## src/rtl/bcd_stream_ctrl.sv

```systemverilog
// bcd_stream_ctrl: prescaled cascade of ASCII decimal digit counters.
// Every increment snapshots the digit string and streams it MSB-first,
// followed by a terminator byte, over a valid/ready byte interface.
//
// Handshake: a byte transfers on a rising edge where tx_valid && tx_ready.
// Once tx_valid is raised, tx_data and tx_valid stay unchanged until that
// transfer happens; tx_valid never depends combinationally on tx_ready.
module bcd_stream_ctrl #(
  parameter int         DIGITS   = 4,
  parameter int         PRESCALE = 16,
  parameter logic [7:0] START    = 8'h30,
  parameter logic [7:0] STOP     = 8'h39,
  parameter logic [7:0] TERM     = 8'h0D
) (
  input  logic       clk,
  input  logic       rst_n,
  input  logic       en,
  input  logic       clear,
  output logic [7:0] tx_data,
  output logic       tx_valid,
  input  logic       tx_ready,
  output logic       busy,
  output logic       overflow,
  output logic       missed
);

  localparam int PW = (PRESCALE > 1) ? $clog2(PRESCALE) : 1;
  localparam int IW = (DIGITS > 1) ? $clog2(DIGITS) : 1;

  typedef enum logic [1:0] {
    ST_IDLE = 2'd0,
    ST_SEND = 2'd1,
    ST_TERM = 2'd2
  } state_t;

  logic [PW-1:0]            presc_q;
  logic                     presc_wrap;
  logic                     inc;
  logic [DIGITS-1:0][7:0]   digit_q;
  logic [DIGITS-1:0][7:0]   digit_nx;
  logic                     all_stop;
  logic [DIGITS-1:0][7:0]   shadow_q;
  logic [DIGITS-1:0][7:0]   shadow_d;
  logic [IW-1:0]            idx_q;
  logic [IW-1:0]            idx_d;
  state_t                   state_q;
  state_t                   state_d;
  logic [7:0]               tx_data_q;
  logic [7:0]               tx_data_d;
  logic                     tx_valid_q;
  logic                     tx_valid_d;
  logic                     overflow_q;
  logic                     missed_q;

  // Prescaler terminal count; clear wins over a coincident increment.
  assign presc_wrap = en && (presc_q == PW'(PRESCALE - 1));
  assign inc        = presc_wrap && !clear;

  // Prescaler: counts 0..PRESCALE-1 while enabled, holds otherwise.
  always_ff @(posedge clk or negedge rst_n) begin
    if (!rst_n) begin
      presc_q <= '0;
    end else if (clear) begin
      presc_q <= '0;
    end else if (en) begin
      if (presc_wrap) presc_q <= '0;
      else            presc_q <= presc_q + PW'(1);
    end
  end

  // Single-cycle ripple: digit i steps only when all lower digits sit at STOP.
  always_comb begin
    logic carry;
    carry    = 1'b1;
    digit_nx = digit_q;
    for (int i = 0; i < DIGITS; i++) begin
      if (carry) begin
        digit_nx[i] = (digit_q[i] == STOP) ? START : digit_q[i] + 8'd1;
      end
      carry = carry && (digit_q[i] == STOP);
    end
    all_stop = carry;
  end

  // Digit registers, overflow pulse and sticky missed-snapshot flag.
  always_ff @(posedge clk or negedge rst_n) begin
    if (!rst_n) begin
      digit_q    <= {DIGITS{START}};
      overflow_q <= 1'b0;
      missed_q   <= 1'b0;
    end else if (clear) begin
      digit_q    <= {DIGITS{START}};
      overflow_q <= 1'b0;
      missed_q   <= 1'b0;
    end else begin
      if (inc) digit_q <= digit_nx;
      overflow_q <= inc && all_stop;
      if (inc && (state_q != ST_IDLE)) missed_q <= 1'b1;
    end
  end

  // Stream FSM state and registered output stage.
  always_ff @(posedge clk or negedge rst_n) begin
    if (!rst_n) begin
      state_q    <= ST_IDLE;
      idx_q      <= '0;
      shadow_q   <= {DIGITS{START}};
      tx_data_q  <= 8'h00;
      tx_valid_q <= 1'b0;
    end else begin
      state_q    <= state_d;
      idx_q      <= idx_d;
      shadow_q   <= shadow_d;
      tx_data_q  <= tx_data_d;
      tx_valid_q <= tx_valid_d;
    end
  end

  // Next-state: snapshot on inc in IDLE, walk digits MSB-first, then TERM.
  always_comb begin
    state_d    = state_q;
    idx_d      = idx_q;
    shadow_d   = shadow_q;
    tx_data_d  = tx_data_q;
    tx_valid_d = tx_valid_q;
    case (state_q)
      ST_IDLE: begin
        if (inc) begin
          state_d    = ST_SEND;
          idx_d      = IW'(DIGITS - 1);
          shadow_d   = digit_nx;
          tx_data_d  = digit_nx[DIGITS-1];
          tx_valid_d = 1'b1;
        end
      end
      ST_SEND: begin
        if (tx_ready) begin
          if (idx_q != '0) begin
            idx_d     = idx_q - IW'(1);
            tx_data_d = shadow_q[idx_q - IW'(1)];
          end else begin
            state_d   = ST_TERM;
            tx_data_d = TERM;
          end
        end
      end
      ST_TERM: begin
        if (tx_ready) begin
          state_d    = ST_IDLE;
          tx_valid_d = 1'b0;
        end
      end
      default: begin
        state_d    = ST_IDLE;
        tx_valid_d = 1'b0;
      end
    endcase
  end

  assign tx_data  = tx_data_q;
  assign tx_valid = tx_valid_q;
  assign busy     = (state_q != ST_IDLE);
  assign overflow = overflow_q;
  assign missed   = missed_q;

endmodule

```

## config.mk

```make
export PLATFORM = sky130hd
export DESIGN_NAME = bcd_stream_ctrl
export DESIGN_NICKNAME = d
export VERILOG_FILES = /design/src/rtl/bcd_stream_ctrl.sv
export SDC_FILE = /design/constraint.sdc
export NUM_CORES = 1
export LEC_CHECK = 0
export ABC_CLOCK_PERIOD_IN_PS = 3100
export BUFFER_PORTS_ARGS = -buffer_cell sky130_fd_sc_hd__buf_2
export CORE_ASPECT_RATIO = 0.8
export CORE_UTILIZATION = 62
export DETAILED_ROUTE_END_ITERATION = 6
export PLACE_DENSITY = 0.86
export SETUP_SLACK_MARGIN = 0.3
export SYNTH_ARGS = -nofsm -noshare
export SYNTH_HDL_FRONTEND = slang
export SYNTH_SLANG_ARGS = --single-unit
```

## constraint.sdc

```tcl
create_clock -name clk -period 3.1 [get_ports clk]
set_input_delay 0 -clock clk [delete_from_list [all_inputs] [get_ports clk]]
set_output_delay 0 -clock clk [all_outputs]
set_load 0.01 [all_outputs]
```

Yosys cells after proc, flatten, opt, wreduce, memory -nomap -nowiden
Index checks and enable logic that the tools add are counted.
{ "classes": {"add_sub_neg": 6, "magnitude_cmp": 1, "eq_ne": 12, "mux": 33, "bitwise": 1, "n_reduce_logical": 20} }
{ "op_table": {"columns": ["cell", "count"], "rows": [
  ["$mux W8", 11],
  ["$mux W32", 2],
  ["$add A8 B1 Y8 const B", 4],
  ["$eq A8 B6 Y1 const B", 4],
  ["$bmux W8 S2", 1],
  ["$pmux W8 S2", 1],
  ["$mux W2", 7],
  ["$mux W4", 3],
  ["$reduce_bool A2 Y1", 6],
  ["$ne A2 B2 Y1 const B", 5],
  ["$reduce_and A4 Y1", 2],
  ["$logic_and A1 B1 Y1", 7],
  ["$pmux W2 S3", 1],
  ["$reduce_and A3 Y1", 2],
  ["$mux W1", 5],
  ["$add A4 B1 Y4 const B", 1],
  ["$eq A4 B4 Y1 const B", 1],
  ["$pmux W2 S2", 1],
  ["$lt A2 B3 Y1 const B", 1],
  ["$pmux W1 S3", 1],
  ["$eq A2 B1 Y1 const B", 1],
  ["$eq A2 B2 Y1 const B", 1],
  ["$logic_not A2 Y1", 1],
  ["$reduce_and A2 Y1", 1],
  ["other kinds (3)", 3]
]} }
{ "totals": {"reg_bits": 83, "inputBits": 5, "output_inout_bits": 12, "word_cells": 88} }

Logic depth before layout (Yosys ltp)
Gate-level depths: netlist of the first run.
{ "logic_depth": {"ltp_word": 6, "mapped_depth": 9, "mapped_depth_nobuf": 7} }

Worst setup path before layout of the first run
Ideal clock, no wire load.
{ "synth_path": {"kind": "register to register", "startpoint": "register idx_q[0]", "endpoint": "register tx_data_q[5], in the netlist tx_data[5]", "setup_ps": 133, "arrival_ps": 2273, "required_time_ps": 2967, "setup_slack_ps": 694, "stages_incl_launch_ff": 9, "n_path_buf": 2, "period_less_slack_ps": 2406, "cell_sequence": "dfrtp_1 buf_1 inv_1 ha_1 clkbuf_1 mux4_2 a221o_1 o21ai_0 o21ai_0"} }
{ "synth_via": {"elab_chain_cells": 6} }
{ "synth_rtl": {"columns": ["item", "line", "rtl"], "rows": [
  ["from (decl)", "44", "logic [IW-1:0] idx_q;"],
  ["from (signal assigned)", "112", "idx_q <= idx_d;"],
  ["$sub A2 B1 Y2", "140", "tx_data_d = shadow_q[idx_q - IW'(1)];"],
  ["$bmux W8 S2", "140", null],
  ["$mux W8 (not written as such)", "140", null],
  ["$mux W8 *", "138", "if (idx_q != '0) begin"],
  ["$mux W8 *", "137", "if (tx_ready) begin"],
  ["$pmux W8 S2 *", "126", "case (state_q)"],
  ["to (signal assigned)", "114", "tx_data_q <= tx_data_d;"],
  ["to (decl)", "48", "logic [7:0] tx_data_q;"]
]} }
Every way passes the cells marked *; elsewhere a longest branch is shown, timed or not. The select of a mux whose other input is x is not followed.
A chain may end at the register's enable or synchronous reset.

Final worst setup path of the first run
{ "layout_path": {"startpoint": "register digit_q[8] in the netlist's numbering", "endpoint": "register digit_q[31] in the netlist's numbering"} }
{ "layout_via": {"elab_chain_cells": 6} }
{ "layout_rtl": {"columns": ["item", "line", "rtl"], "rows": [
  ["from (decl)", "39", "logic [DIGITS-1:0][7:0] digit_q;"],
  ["from (signal assigned)", "88", "digit_q <= {DIGITS{START}};"],
  ["from (signal assigned)", "92", "digit_q <= {DIGITS{START}};"],
  ["from (signal assigned)", "96", "if (inc) digit_q <= digit_nx;"],
  ["$eq A8 B6 Y1", "80", "carry = carry && (digit_q[i] == STOP);"],
  ["$logic_and A1 B1 Y1 (2 in a row)", "80", null],
  ["$mux W8", "77", "if (carry) begin"],
  ["$mux W32", "96", null],
  ["$mux W32", "91", "end else if (clear) begin"]
]} }
No other way between the ends. The select of a mux whose other input is x is not followed.

==> results of run 1 <==
[layout by cell type (no fill, tap or decap), types with 2 or more instances in the layout]
master                           n
sky130_fd_sc_hd__and4_1          3
sky130_fd_sc_hd__o31ai_1         8
sky130_fd_sc_hd__a211oi_1        2
sky130_fd_sc_hd__nand3b_1        2
sky130_fd_sc_hd__nor3_1         16
sky130_fd_sc_hd__nand3_1        18
sky130_fd_sc_hd__nor2_1         37
sky130_fd_sc_hd__dlygate4sd3_1   4
sky130_fd_sc_hd__or3b_2          2
sky130_fd_sc_hd__and3_1          6
sky130_fd_sc_hd__nand2_1        62
sky130_fd_sc_hd__nor2b_1         3
sky130_fd_sc_hd__a21oi_1        25
sky130_fd_sc_hd__o21ai_0        44
sky130_fd_sc_hd__nand4_1        11
sky130_fd_sc_hd__ha_1           10
sky130_fd_sc_hd__dfrtp_1        67
sky130_fd_sc_hd__xnor2_1        13
sky130_fd_sc_hd__o211ai_1        2
sky130_fd_sc_hd__buf_4          11
sky130_fd_sc_hd__buf_2          15
sky130_fd_sc_hd__nand2b_1        3
sky130_fd_sc_hd__or3_1          10
sky130_fd_sc_hd__o22ai_1         4
sky130_fd_sc_hd__a22o_1          2
sky130_fd_sc_hd__a21o_1          4
sky130_fd_sc_hd__clkbuf_8       10
sky130_fd_sc_hd__clkinv_2        3
sky130_fd_sc_hd__and2_1          3
sky130_fd_sc_hd__xor2_1         15
sky130_fd_sc_hd__a31oi_1         4
sky130_fd_sc_hd__mux2i_1         9
sky130_fd_sc_hd__mux4_2          8
sky130_fd_sc_hd__inv_1          11
sky130_fd_sc_hd__nor4_1         10
sky130_fd_sc_hd__or2_2           2
sky130_fd_sc_hd__dfstp_2        16
[logic make-up after synthesis]
| logic type | Yosys count |
|---|---|
| AO/OA/AOI/OAI | 102 |
| XOR/XNOR | 28 |
| buffers and inverters | 42 |
| adder cells (fa/ha/maj) | 10 |
| multiplexers | 18 |
| flip-flops | 83 |
| AND/OR/NAND/NOR | 200 |
[synthesized netlist by cell type (2+ instances only)]
| cell type | number |
|---|---|
| sky130_fd_sc_hd__nand2b_1 | 3 |
| sky130_fd_sc_hd__o31ai_1 | 8 |
| sky130_fd_sc_hd__o211ai_1 | 2 |
| sky130_fd_sc_hd__dfrtp_1 | 67 |
| sky130_fd_sc_hd__ha_1 | 10 |
| sky130_fd_sc_hd__nor2_1 | 37 |
| sky130_fd_sc_hd__mux4_2 | 8 |
| sky130_fd_sc_hd__a31oi_1 | 4 |
| sky130_fd_sc_hd__or2_2 | 2 |
| sky130_fd_sc_hd__nor3_1 | 16 |
| sky130_fd_sc_hd__and4_1 | 3 |
| sky130_fd_sc_hd__a22o_1 | 2 |
| sky130_fd_sc_hd__buf_2 | 3 |
| sky130_fd_sc_hd__a211oi_1 | 2 |
| sky130_fd_sc_hd__or3b_2 | 2 |
| sky130_fd_sc_hd__or3_1 | 10 |
| sky130_fd_sc_hd__and3_1 | 6 |
| sky130_fd_sc_hd__nand3b_1 | 2 |
| sky130_fd_sc_hd__mux2i_1 | 9 |
| sky130_fd_sc_hd__o22ai_1 | 4 |
| sky130_fd_sc_hd__nand4_1 | 11 |
| sky130_fd_sc_hd__inv_1 | 11 |
| sky130_fd_sc_hd__xnor2_1 | 13 |
| sky130_fd_sc_hd__o21ai_0 | 44 |
| sky130_fd_sc_hd__xor2_1 | 15 |
| sky130_fd_sc_hd__dfstp_2 | 16 |
| sky130_fd_sc_hd__clkbuf_1 | 25 |
| sky130_fd_sc_hd__a21oi_1 | 25 |
| sky130_fd_sc_hd__nand3_1 | 18 |
| sky130_fd_sc_hd__nand2_1 | 62 |
| sky130_fd_sc_hd__nor2b_1 | 3 |
| sky130_fd_sc_hd__nor4_1 | 10 |
| sky130_fd_sc_hd__and2_1 | 3 |
| sky130_fd_sc_hd__a21o_1 | 4 |
[stage by stage]
| step | cell area [µm²] | power [W] | setup slack [ps] | util | hold WS, ps |
|---|---|---|---|---|---|
| 2_1_floorplan | 4550 | 0.00112 | 694 | - | -296 |
| 3_3_place_gp | 4690 | 0.00115 | 712 | 0.670 | 233 |
| 3_5_place_dp | 4690 | 0.00115 | 597 | 0.670 | 238 |
| 4_1_cts | 4920 | 0.00192 | 596 | 0.703 | 391 |
| 5_1_grt | 4920 | 0.00197 | 449 | 0.703 | 455 |
| 6_report | 4920 | 0.00191 | 564 | 0.703 | 358 |
[cell type report]
type                       instances  area, µm²  share of cell area
multi-input combinational        358       2280               0.464
tap                               87        109              0.0221
sequential                        83       2100               0.426
clock buffer                      10        138              0.0280
inverter                          11       41.3             0.00839
timing repair buffer              30        198              0.0402
clock inverter                     5       53.8              0.0109
[power by group through the flow]
stage | sequential [W] | combinational, W | clock (W)
2_1_floorplan | 0.00111 | 0.0000131 | 0
3_3_place_gp | 0.00111 | 0.0000439 | 0
3_5_place_dp | 0.00111 | 0.0000448 | 0
4_1_cts | 0.00109 | 0.0000490 | 0.000783
5_1_grt | 0.00109 | 0.0000548 | 0.000830
6_report | 0.00109 | 0.0000486 | 0.000775
[how the worst min path moves through the flow]
stage | startpoint | endpoint | slack (ps) | depth (start not counted)
detailed placement | rst_n | state_q[1] | 240 | 1
CTS | rst_n | state_q[1] | 390 | 2
global placement | rst_n | presc_q[2] | 230 | 1
global route | rst_n | tx_valid | 460 | 2
floorplan | rst_n | digit_q[0] | -300 | 0
finish | rst_n | state_q[1] | 360 | 2
[layer usage]
metal / vias to the layer above / part of all wire / global-route usage
li1: 1749 / - / -
met1: 1884 / 0.43 / 0.426
met2: 208 / 0.45 / 0.489
met3: 26 / 0.081 / 0.0837
met4: 0 / 0.031 / 0.132
met5: - / 0 / 0
[what timing repair did]
item | CTS | global route
endpoints found under the hold margin | 75 | 0
hold buffers | 4 | 0
endpoints found under the setup margin | 0 | 0
[flip-flops by register name (all words and copies together) (netlist names)]
signal,cells
missed,1
presc_q,4
state_q,2
tx_valid,1
overflow,1
idx_q,2
shadow_q,32
tx_data,8
digit_q,32
==> qor.txt, run 1 <==
==========================================================================================
Combinational Power Share                                                            0.025
Share of total power in the clock network                                            0.406
Status                                                                        finished, violations left
Dpl hpwl                                                                           7.73 mm
Critical path's top delay family                                              simple AND/OR/NAND/NOR gates
Syn Area/Cell                                                                     9.42 µm²
Top cell type by total area after synthesis                                   sky130_fd_sc_hd__dfrtp_1
Total vias in the final route                                                         3867
Synthesized netlist cell count                                                         483
Highest net fanout along the worst path                                                  9
Top_reg_cell synth                                                            sky130_fd_sc_hd__dfrtp_1
Startpoint of the lowest-slack register-to-register path                        digit_q[8]
Kind of end point of the critical path                                            register
Max Transition Viols Final                                                               0
Aggregate global routing overflow                                                        0
Synthesis Warnings                                                                       0
Number of enable flip-flop cells after synthesis                                         0
Post-synthesis cell area                                                          4550 µm²
Routability Congestion                                                               0.873
Total power per unit cell area                                                  388 nW/µm²
Number of top-level pins                                                                17
Fraction of synthesized cell area taken by the top area cell type                    0.369
Relative slew slack                                                                  0.309
Classification of the worst-slack hold path                                   primary input to async pin
Filler-free cell count of the finished design                                          584
Worst Setup SP                                                                  digit_q[8]
Setup tns final                                                                       0 ps
Simple logic cell fraction of the synthesized area                                   0.228
Synth Area in Adders                                                                0.0275
Floorplan core area                                                               6990 µm²
# resized after CTS                                                                      0
IO buf count                                                                            16
Worst R2R End                                                                  digit_q[31]
Fill cell count                                                                        533
Proportion of synthesized chip area in sequential cells                              0.461
Starting DRT DRC Count                                                                 332
Syn Nets                                                                               498
Biggest cell delay along the critical path                                          600 ps
Layout cells sized above 1                                                           0.153
Root buf cell                                                                 sky130_fd_sc_hd__clkbuf_8
Min Tclk post-route                                                                2540 ps
Fraction of the mapped netlist area in compound gates                                0.130
Sw frac                                                                              0.224
Critical Setup Path Class                                                     register to register
Cell Chain, Critical Path                                                     ha_1 -> nor4b_4 -> nand4_2 -> or4_4 -> or4_1 -> a21oi_1
Register-to-Register Path Depth                                                          6
Wire per inst                                                                      19.2 µm
Count of max-cap constraint violations                                                   0
Share of power burned in registers                                                   0.569
Violations in the final reports                                               design-rule violations
Placed Cells                                                                           565
Synth-to-Final Area Change                                                           8.11%
Mux cell area share after synthesis                                                 0.0619
Leading post-synthesis cells by cell area                                     sky130_fd_sc_hd__dfrtp_1 (37%), sky130_fd_sc_hd__dfstp_2 (9.2%), sky130_fd_sc_hd__nand2_1 (5.1%)
Row count                                                                               27
Total Wirelength                                                                   11.2 mm
Pin count of the biggest net entering global routing                                    84
Antenna-violating nets left                                                              0
Post-CTS setup buffer count                                                              0
Capture point of the worst path                                                digit_q[31]
Number of H-tree levels                                                                  3
Final-stage net count                                                                  508
LEAKAGE                                                                            2.10 nW
Flip-flop and latch count after synthesis                                               83
Data required time at the worst endpoint                                           3390 ps
Worst Setup Start Kind                                                            register
Final setup violation count                                                              0
DIE AREA                                                                          7690 µm²
First-pass iteration count of the detailed router                                        7
Bufs on Longest Clock Path                                                               2
Register-to-register setup slack                                                    560 ps
Xor and xnor fraction of the mapped netlist area                                    0.0539
Buf/Inv on CP                                                                            0
Worst Skew                                                                         9.60 ps
Initial antenna violation count                                                          0
Starting density of the core                                                         0.651
Main combinational cell family by area after synthesis                        simple AND/OR/NAND/NOR gates
CTS sink cnt                                                                            83
Ant diodes                                                                               0
Post-route DRC violation count                                                           6
Global-route usage over all layers                                                   0.316
Via/cell ratio                                                                        6.62
Die boundary width                                                                 97.8 µm
Number of hold violations in the final report                                            0
Critical path depth in cells                                                             6
CP arrival                                                                         2830 ps
Number of global-route vias before repair                                             3666
Internal power consumption                                                       0.00148 W
Highest clock rate                                                               0.394 GHz
Cts bufs inserted                                                                        9
Total net switching power                                                       0.000428 W
First-pass GRT wire length                                                         18.5 mm
Die Ht                                                                             78.6 µm
Clock edge transition at the registers on the reported setup and hold paths          80 ps
RSZ-0062 raised after global routing                                                 false
Async set-reset flop share out of synthesis                                           1.00
Netlist cell types                                                                      57
Worst-skew pair later-pin latency                                                   360 ps
Slew @ Worst Pin                                                                   1040 ps
Highest ir drop seen on vdd                                                     0.000398 V
Final Cycle Share                                                                    0.818
TritonCTS clock tree                                                                  done
Library cell contributing the largest single delay on the critical path       sky130_fd_sc_hd__or4_4
==========================================================================================
Power figures use the tool's default switching activity.
==> inputs of run 2 (changes only) <==
--- a/config.mk
+++ b/config.mk
@@ -5,7 +5,7 @@
 export SDC_FILE = /design/constraint.sdc
 export NUM_CORES = 1
 export LEC_CHECK = 0
-export ABC_CLOCK_PERIOD_IN_PS = 3100
+export ABC_CLOCK_PERIOD_IN_PS = 2400
 export BUFFER_PORTS_ARGS = -buffer_cell sky130_fd_sc_hd__buf_2
 export CORE_ASPECT_RATIO = 0.8
 export CORE_UTILIZATION = 62
==> constraint.sdc (replaced) <==
create_clock -name clk -period 2.4 [get_ports clk]
set_input_delay 0 -clock clk [delete_from_list [all_inputs] [get_ports clk]]
set_output_delay 0 -clock clk [all_outputs]
set_load 0.01 [all_outputs]
==> qor.txt, run 2 (synthesis results as in run 1) <==
==========================================================================================
Via/cell ratio                                                                        6.52   -1.5%
Max Transition Viols Final                                                               0   unchanged
Top library cells by usage in the layout, fill and taps aside                 sky130_fd_sc_hd__dfrtp_1 (63), sky130_fd_sc_hd__nand2_1 (61), sky130_fd_sc_hd__o21ai_0 (36), sky130_fd_sc_hd__nor2_1 (34), sky130_fd_sc_hd__buf_4 (34)
Highest clock rate                                                               0.446 GHz   +13%
Setup tns final                                                                       0 ps   unchanged
Fill cell count                                                                        430   -19%
Biggest cell delay along the critical path                                          600 ps   about the same
Starting density of the core                                                         0.651   unchanged
Final hold slack                                                                   12.2 ps   -346 ps
Relative slew slack                                                                  0.300   -0.00902
FF/Latch Area                                                                     2100 µm²   +0.24%
Number of H-tree levels                                                                  3   unchanged
Root buf cell                                                                 sky130_fd_sc_hd__clkbuf_8
CTS sink cnt                                                                            83   unchanged
Kind of end point of the critical path                                            register
Final Cycle Share                                                                    0.934   +0.115
Min Tclk post-route                                                                2240 ps   -296 ps
Highest ir drop seen on vdd                                                     0.000329 V   -17%
Die boundary width                                                                 97.8 µm   unchanged
Slew @ Worst Pin                                                                   1050 ps   +13.5 ps
Data required time at the worst endpoint                                           2690 ps   -700 ps
Library cell contributing the largest single delay on the critical path       sky130_fd_sc_hd__dfstp_2
Worst Skew                                                                         17.0 ps   +7.44 ps
Total Wirelength                                                                   12.1 mm   +7.9%
Total power per unit cell area                                                  463 nW/µm²   +19%
Layout cells sized above 1                                                           0.270   +0.118
Status                                                                        finished, violations left
Count of max-cap constraint violations                                                   0   unchanged
RSZ-0062 raised after global routing                                                  true
Antenna-violating nets left                                                              0   unchanged
Number of global-route vias before repair                                             3692   +0.71%
Buf/Inv on CP                                                                            1   +1
Number of top-level pins                                                                17   unchanged
Classification of the worst-slack hold path                                   primary input to register
First-pass GRT wire length                                                         18.6 mm   +0.82%
Total vias in the final route                                                         3992   +3.2%
Global-route usage over all layers                                                   0.318   +0.00227
Final setup violation count                                                              0   unchanged
Violations in the final reports                                               design-rule violations
Floorplan core area                                                               6990 µm²   unchanged
Wire per inst                                                                      19.7 µm   +2.9%
Starting DRT DRC Count                                                                 367   +11%
Number of hold violations in the final report                                            0   unchanged
Ant diodes                                                                               0   unchanged
Critical path's top delay family                                              simple AND/OR/NAND/NOR gates
Cts bufs inserted                                                                        9   unchanged
CP arrival                                                                         2530 ps   -300 ps
First-pass iteration count of the detailed router                                        7   unchanged
Row count                                                                               27   unchanged
Clock edge transition at the registers on the reported setup and hold paths          90 ps   about the same
DIE AREA                                                                          7690 µm²   unchanged
Cell Chain, Critical Path                                                     and3_1 -> nand4_4 -> buf_6 -> or3_4 -> or4b_1 -> a31oi_1
Worst-skew pair later-pin latency                                                   370 ps   about the same
Highest net fanout along the worst path                                                  7   -2
Die Ht                                                                             78.6 µm   unchanged
IO buf count                                                                            16   unchanged
Final-stage net count                                                                  535   +5.3%
Routability Congestion                                                               0.946   +8.3%
TritonCTS clock tree                                                                  done
Area occupied by multi-input gates                                                2510 µm²   +10%
Pin count of the biggest net entering global routing                                    84   unchanged
Initial antenna violation count                                                          0   unchanged
Synth-to-Final Area Change                                                           18.5%
Bufs on Longest Clock Path                                                               2   unchanged
Aggregate global routing overflow                                                        0   unchanged
Worst Setup Start Kind                                                            register
Critical Setup Path Class                                                     register to register
Post-route DRC violation count                                                           6   unchanged
Most common cell after layout, fill and taps aside                            sky130_fd_sc_hd__dfrtp_1
Post-route core utilization                                                          0.771   +0.0678
Dpl hpwl                                                                           7.78 mm   +0.67%
LEAKAGE                                                                            2.32 nW   +11%
==========================================================================================
## run 2: worst paths after layout
path | startpoint | to | slack (ps) | cells past startpoint
max in group asynchronous | rst_n | digit_q[17] | 1300 | 2
max reg2reg | digit_q[12] | tx_data[6] | 160 | 6
min | clear | digit_q[31] | 10 | 2
max | digit_q[12] | tx_data[6] | 160 | 6
min in group asynchronous | rst_n | state_q[1] | 350 | 2
min reg2reg | shadow_q[6] | shadow_q[6] | 490 | 2
## run 2: through the flow
step	setup slack (ps)	instance area (µm²)	instances	power, W
after floorplan	301	4580	483	0.00145
after global placement	204	4780	575	0.00149
after detailed placement	100	4780	575	0.00149
after CTS	148	5140	604	0.00251
after global routing	95.2	5390	612	0.00257
final	159	5390	612	0.00250
## run 2: where the power goes
part	internal, W	switching, W	leakage [nW]
Clock	0.000488	0.000543	0.104
Sequential	0.00140	0.00000239	1.10
Combinational	0.0000150	0.0000493	1.12
## run 2: worst reg2reg max path: cells and delay by family, from the launching register on
family          cells  cell delay [ps]
simple gates        4             1270
flops               1              600
buf+inv             1              160
compound gates      1              130
## run 2: metal layers
layer / vias up / part of all wire / global-route usage
met5: - / 0 / 0
met3: 33 / 0.068 / 0.0659
met1: 1980 / 0.42 / 0.428
li1: 1803 / - / -
met2: 176 / 0.48 / 0.510
met4: 0 / 0.030 / 0.129
## run 2: cell type report
class | instances | share of cell area
Sequential cell | 83 | 0.390
Clock buffer | 9 | 0.0230
Timing Repair Buffer | 57 | 0.0796
Inverter | 11 | 0.00766
Tap cell | 87 | 0.0202
Multi-Input combinational cell | 358 | 0.466
Clock inverter | 7 | 0.0139
## run 2: repair_timing
item / CTS / global route
setup buffers: 10 / 8
hold endpoints to repair: 72 / 0
endpoints found under the setup margin: 21 / 42
pin swaps: 5 / 14
hold buffers: 3 / 0
gates resized for setup: 12 / 48
